[src/rtl/pipelined_alu.sv]
// Two-stage pipelined ALU. Stage 1 registers the operands. Stage 2 registers
// the executed result, its flags and the caller's tag. A carry register feeds
// ADDC, and a sticky overflow flag accumulates until flags_clr.
module pipelined_alu #(
  parameter int NUMBITS = 16,
  parameter int TAGBITS = 4
) (
  input  logic               clk,
  input  logic               reset,
  input  logic               in_valid,
  output logic               in_ready,
  input  logic [NUMBITS-1:0] A,
  input  logic [NUMBITS-1:0] B,
  input  logic [3:0]         opcode,
  input  logic [TAGBITS-1:0] in_tag,
  output logic               out_valid,
  input  logic               out_ready,
  output logic [NUMBITS-1:0] result,
  output logic               carryout,
  output logic               overflow,
  output logic               zero,
  output logic               negative,
  output logic               illegal,
  output logic [TAGBITS-1:0] out_tag,
  input  logic               flags_clr,
  output logic               sticky_ovf
);

  localparam int SHW = $clog2(NUMBITS);

  logic               s1_valid;
  logic [NUMBITS-1:0] s1_a, s1_b;
  logic [3:0]         s1_op;
  logic [TAGBITS-1:0] s1_tag;
  logic               carry_reg;

  logic               s1_load, s2_load;
  logic [NUMBITS-1:0] ex_res;
  logic [NUMBITS:0]   ex_wide;
  logic               ex_c, ex_o, ex_ill;
  logic [SHW-1:0]     shamt;

  // Stage 2 is free when it is empty or its content leaves this cycle.
  assign s2_load  = s1_valid && (!out_valid || out_ready);
  assign in_ready = !s1_valid || !out_valid || out_ready;
  assign s1_load  = in_valid && in_ready;
  assign shamt    = s1_b[SHW-1:0];

  // Stage 1 operand capture
  always_ff @(posedge clk or negedge reset) begin
    if (!reset) begin
      s1_valid <= 1'b0;
      s1_a     <= '0;
      s1_b     <= '0;
      s1_op    <= '0;
      s1_tag   <= '0;
    end else if (s1_load) begin
      s1_valid <= 1'b1;
      s1_a     <= A;
      s1_b     <= B;
      s1_op    <= opcode;
      s1_tag   <= in_tag;
    end else if (s2_load) begin
      s1_valid <= 1'b0;
    end
  end

  // Execute: combinational from the stage 1 registers and carry_reg
  always_comb begin
    ex_res  = '0;
    ex_wide = '0;
    ex_c    = 1'b0;
    ex_o    = 1'b0;
    ex_ill  = 1'b0;
    case (s1_op)
      4'd0: begin
        ex_wide = {1'b0, s1_a} + {1'b0, s1_b};
        ex_res  = ex_wide[NUMBITS-1:0];
        ex_c    = ex_wide[NUMBITS];
      end
      4'd1: begin
        ex_res = s1_a + s1_b;
        ex_o   = (s1_a[NUMBITS-1] == s1_b[NUMBITS-1]) &&
                 (ex_res[NUMBITS-1] != s1_a[NUMBITS-1]);
      end
      4'd2: begin
        // The extra top bit of the difference is the borrow.
        ex_wide = {1'b0, s1_a} - {1'b0, s1_b};
        ex_res  = ex_wide[NUMBITS-1:0];
        ex_c    = ex_wide[NUMBITS];
      end
      4'd3: begin
        ex_res = s1_a - s1_b;
        ex_o   = (s1_a[NUMBITS-1] != s1_b[NUMBITS-1]) &&
                 (ex_res[NUMBITS-1] != s1_a[NUMBITS-1]);
      end
      4'd4:  ex_res = s1_a & s1_b;
      4'd5:  ex_res = s1_a | s1_b;
      4'd6:  ex_res = s1_a ^ s1_b;
      4'd7:  ex_res = s1_a >> 1;
      4'd8:  ex_res = s1_a << shamt;
      4'd9:  ex_res = s1_a >> shamt;
      4'd10: ex_res = NUMBITS'($signed(s1_a) >>> shamt);
      4'd11: ex_res = {{(NUMBITS-1){1'b0}}, (s1_a < s1_b)};
      4'd12: ex_res = {{(NUMBITS-1){1'b0}}, ($signed(s1_a) < $signed(s1_b))};
      4'd13: ex_res = ~s1_a;
      4'd14: begin
        ex_wide = {1'b0, s1_a} + {1'b0, s1_b} + {{NUMBITS{1'b0}}, carry_reg};
        ex_res  = ex_wide[NUMBITS-1:0];
        ex_c    = ex_wide[NUMBITS];
      end
      default: ex_ill = 1'b1;
    endcase
  end

  // Stage 2 output registers; they hold while the consumer stalls
  always_ff @(posedge clk or negedge reset) begin
    if (!reset) begin
      out_valid <= 1'b0;
      result    <= '0;
      carryout  <= 1'b0;
      overflow  <= 1'b0;
      zero      <= 1'b0;
      negative  <= 1'b0;
      illegal   <= 1'b0;
      out_tag   <= '0;
    end else if (s2_load) begin
      out_valid <= 1'b1;
      result    <= ex_res;
      carryout  <= ex_c;
      overflow  <= ex_o;
      zero      <= (ex_res == '0);
      negative  <= ex_res[NUMBITS-1];
      illegal   <= ex_ill;
      out_tag   <= s1_tag;
    end else if (out_ready) begin
      out_valid <= 1'b0;
    end
  end

  // Carry register and sticky overflow; a clear wins over the op transferring alongside it
  always_ff @(posedge clk or negedge reset) begin
    if (!reset) begin
      carry_reg  <= 1'b0;
      sticky_ovf <= 1'b0;
    end else if (flags_clr) begin
      carry_reg  <= 1'b0;
      sticky_ovf <= 1'b0;
    end else if (s2_load) begin
      if (s1_op == 4'd0 || s1_op == 4'd2 || s1_op == 4'd14)
        carry_reg <= ex_c;
      sticky_ovf <= sticky_ovf | ex_o;
    end
  end

endmodule

[config.mk]
export PLATFORM = sky130hd
export DESIGN_NAME = pipelined_alu
export DESIGN_NICKNAME = d
export VERILOG_FILES = /design/src/rtl/pipelined_alu.sv
export SDC_FILE = /design/constraint.sdc
export NUM_CORES = 1
export LEC_CHECK = 0
export BUFFER_PORTS_ARGS = -buffer_cell sky130_fd_sc_hd__clkbuf_2
export CORE_MARGIN = 2
export CORE_UTILIZATION = 31
export DETAILED_ROUTE_END_ITERATION = 8
export PLACE_DENSITY = 0.56
export SLEW_MARGIN = 20
export SYNTH_ARGS = -nofsm -noshare
export SYNTH_HDL_FRONTEND = slang
export SYNTH_SLANG_ARGS = --single-unit
export TNS_END_PERCENT = 5
[constraint.sdc]
create_clock -name clk -period 4 [get_ports clk]
set_input_delay 0 -clock clk [delete_from_list [all_inputs] [get_ports clk]]
set_output_delay 0 -clock clk [all_outputs]
set_load 0.01 [all_outputs]
# Word-level counts from Yosys, hierarchy flattened
# Cells that the tools add are included.
# totals
regBits	69
input_bits	45
word_cells	80
# classes
order_cmp	2
shifts	3
add_sub_neg	5
n_eq_ne	18
n_mux	13
n_reduce_logical	19
n_bitwise	5
# ops
operator	count
case mux 16 bit (15 select lines)	1
< comparator 16 bit	2
equality test 4 bit (second input constant)	7
adder 16 x 16 -> 17 bit	1
adder 17 x 1 -> 17 bit	1
subtractor 16 x 16 -> 17 bit	1
adder 16 bit	1
bitwise AND 16 bit	1
equality test 4 x 3 -> 1 bit (second input constant)	4
zero test 16 bit	1
inverter 16 bit	1
bitwise OR 16 bit	1
<< shifter 16 x 4 -> 16 bit	1
>> shifter 16 x 4 -> 16 bit	1
>>> shifter 16 x 4 -> 16 bit	1
subtractor 16 bit	1
XOR 16 bit	1
OR reduction 15 bit	1
two-way mux 1 bit	10
equality test 4 x 2 -> 1 bit (second input constant)	2
nonzero test 2 bit	4
logical OR 1 bit	5
equality test 4 x 1 -> 1 bit (second input constant)	1
logical AND 1 bit	4
8 further kinds	11

# Logic depth before layout (Yosys ltp)
# logic_depth
depth_word	7
depth_mapped	16
ltp_nobuf	15

# Worst setup path after synthesis
# Ideal clock, no wire load.
# synth_timing
path_type	reg2reg
startpoint	reg s1_b[1]
endpoint	reg zero
setup_ns	0.103
path_buffers	2
t_arrival_ns	4.073
setup_slack_ns	-0.176
stages_incl_launch_ff	15
required_ns	3.897
synth_period_minus_slack_ns	4.176
cell_sequence	dfrtp_1 > buf_2 > buf_2 > inv_1 > fa_1 > nor2b_1 > o2111a_1 > nor2_1 > a221o_2 > xnor2_1 > o31a_1 > or4_4 > a211o_1 > or4_4 > o41ai_2
# synth_via
elab_chain_cells	4
elab_cells_between_ends	15
cone_classes	5 x add/sub; 2 x order compare; 3 x shift; 1 x mux; 3 x bitwise; 1 x reduce/logical
# synth_rtl
item	line_no	source
from (decl)	32	logic [NUMBITS-1:0] s1_a, s1_b;
from (signal assigned)	54	s1_b <= '0;
from (signal assigned)	60	s1_b <= B;
adder 16 x 16 -> 17 bit	77, 108	
adder 17 x 1 -> 17 bit	108	ex_wide = {1'b0, s1_a} + {1'b0, s1_b} + {{NUMBITS{1'b0}}, carry_reg};
case mux 16 bit (15 select lines) *	75	case (s1_op)
zero test 16 bit *	132	zero <= (ex_res == '0);
to (signal assigned)	132	
to (decl)	21	output logic zero,
# Every way passes the cells marked *; elsewhere a longest branch is shown, timed or not.
# A chain may end at the register's enable or synchronous reset.

# Worst setup path after layout
# layout_timing
startpoint	reg s1_b[0]
endpoint	reg zero
# Same word-level chain as after synthesis.

==> impl_metrics.ini <==
[sta]
fin_crit_ps = 3922
finalSetupViolCount = 0
timing.final.crit_share_pct = 98.04
slew_viol_final = 0
fmax_mhz = 255.0
tightest_slew_ps = 1050
hold_viol_final = 0
grt_setup_unrepaired = true
hold_slack_ps = 308.3
fin_worst_skew_ps = 16.78
max_slew_margin_pct = 29.74
tns_ps = 0
fin_ws_ps = 78.21

[synth]
ys_types = 91
ys_warn_count = 0
synth_edf_count = 0
async_flop_share_pct = 100.0
syn_nets = 1017
synth_flop_cell = dfrtp_1
yosysSeqAreaShare_pct = 21.58
synth_seq_cells = 68
avgSynthCellArea_um2 = 8.581
syn_area_um2 = 7886
synthCells = 919

[pwr]
p_per_area_nw_per_um2 = 487.6
p_leak_nw = 4.273
irDropWorstVdd_mv = 0.1948
total_power_mw = 4.898

[flow_run]
maxCapViolations = 0

[worst_setup_path]
start_kind = flip-flop
r2r_setup_slack_ps = 80
cp_max_fo = 4
required_ps = 4240
end_kind = flip-flop
path_class = reg -> reg
crit_arrival_ps = 4170

[floorplanning]
placementRows = 58
fp.dieW_um = 163.5
dieHeight_um = 163.5
floorplan.initialDensity_pct = 31.41
pin_count = 73
core-area_um2 = 25110
dieArea_um2 = 26730

[cts]
htree_levels = 3
cts_buffer_depth = 2
clock_sinks = 68
clk_pin_slew_ps = 70
root_buffer = clkbuf_16
insertion_delay_ps = 360
cts_made_buffers = 9
cts_tree = done

[finish]
fillerInstances = 2602
syn_to_final_growth_pct = 27.38
drive_gt1_share_pct = 31.04
biggestRegsByFlops = result: 16 flops, s1_a: 16 flops, s1_b: 16 flops
num-nets-final = 1170
final_common_cell = buf_4
final_cell_mix = buf_4 (96), nor2_1 (87), clkbuf_2 (71)

[place]
dp_slack_ps = 16.81
gp_congestion = 0.9864
port-buffer-count = 72
dp_hpwl_um = 23050

[routing]
antenna_left = 0
dr.pass1.iters = 6
drc_errors = 0
drt-vias-per-instance = 5.739
drt-initial-drc-count = 1055
wl_per_cell_um = 21.83
drt_wl_total_um = 30710
routed-via-count = 8075

[grt]
grt_pass1_wl_um = 46100
antenna_found_initial = 1
grt_pass1_vias = 7556
overflow = 0
grt_max_degree = 69
track_usage_pct = 22.77

[outcome]
status = complete, no violations

[worst_hold_path]
hold_class = in -> async
-- kinds of logic after synthesis --
| kind of cell | after synthesis | synth area share (%) |
|---|---|---|
| flip-flops | 68 | 21.58 |
| XOR/XNOR | 30 | 3.332 |
| multiplexers | 107 | 19.88 |
| AND/OR/NAND/NOR | 283 | 18.02 |
| adder cells (fa/ha/maj) | 53 | 8.599 |
| buffers and inverters | 138 | 7.314 |
| AO/OA/AOI/OAI | 240 | 21.28 |
-- per-stage QoR --
stage / cell area, um^2 / util [%] / instances
floorplan: 7899 / - / 919
CTS: 9781 / 38.95 / 1397
global placement: 9056 / 36.07 / 1337
finish: 10050 / 40.01 / 1407
global route: 10040 / 40.00 / 1406
detailed placement: 9056 / 36.07 / 1337
-- routing by layer --
layer	part of all wire (%)	vias to the layer above	GRT usage, %
met2	44	417	34.18
met1	45	3898	31.96
met4	3.0	0	7.935
li1	-	3704	-
met5	0	-	0
met3	8.8	56	5.307
-- synthesized netlist by cell type (5+ instances only) --
cell type  count  area (um^2)
clkbuf_1      42        157.7
o31ai_1        5        37.54
a2bb2oi_1      6        52.55
or3_1          7        43.79
nor3_1        22        110.1
ha_1          51        638.1
a21o_1         5        37.54
a31oi_1       12        75.07
nand4_1        9        56.30
nor4_1         6        37.54
nor2b_1        9        56.30
mux4_2        34        765.7
nand2_1       66        247.7
inv_1         60        225.2
nor2_1        88        330.3
and3_1         5        31.28
mux2_2        57        641.9
buf_1         11        41.29
a211oi_1      14        105.1
nand2b_1       8        50.05
a2111oi_0      5        43.79
xnor2_1       26        227.7
a21oi_1       50        250.2
nand3b_1       5        37.54
o22ai_1       18        112.6
dfrtp_1       68         1702
nand3_1       21        105.1
o211ai_1      14        105.1
buf_2         16        80.08
nor3b_1        5        37.54
o21ai_0       39        195.2
mux2i_1       16        160.2
o221ai_1       8        70.07
-- worst paths after layout --
check,endpoint,cells after the start,from
hold / removal,s1_b[5]$_DFFE_PN0P_,2,reset
setup reg to reg,zero$_DFFE_PN0P_,14,s1_b[0]$_DFFE_PN0P_
min in group clk,sticky_ovf$_DFFE_PN0P_,3,flags_clr
max in group asynchronous,s1_b[1]$_DFFE_PN0P_,2,reset
hold reg to reg,result[12]$_DFFE_PN0P_,2,result[12]$_DFFE_PN0P_
setup / recovery,zero$_DFFE_PN0P_,14,s1_b[0]$_DFFE_PN0P_
-- worst max-delay path: stages (launching register included) --
cell and delay (ps):
dfrtp_2 370, buf_6 130, ha_4 140, inv_2 30
fa_2 390, nor2b_4 140, o2111a_2 260, nor2_1 60
a221o_2 410, xnor2_2 170, o31a_1 240, or4_4 540
a211o_1 240, or4_4 410, o41ai_2 260
-- power breakdown --
part	total, mW	leakage [nW]	internal, mW	switching, mW
combinational	3.17	3.34	1.38	1.79
sequential	0.952	0.808	0.835	0.118
clock	0.774	0.124	0.417	0.357
total	4.90	4.27	2.63	2.27
-- cell type report --
cell class	instances	area, um^2	area share, %
antenna	1	2.502	0.02491
clock buffer	9	225.2	2.242
clock inverter	6	41.29	0.4110
inverter	62	232.7	2.317
multi-input combinational	713	5772	57.45
sequential	68	1704	16.96
tap	330	412.9	4.110
timing repair buffer	218	1655	16.48
-- timing repair --
action	4_1_cts	5_1_grt
cloned	0	2
hold endpoints to repair	112	0
pin swaps	0	20
setup endpoints to repair	1	1
buffers inserted	0	7
gates resized for setup	2	33
hold buffers	45	0
Power figures use the tool's default switching activity.
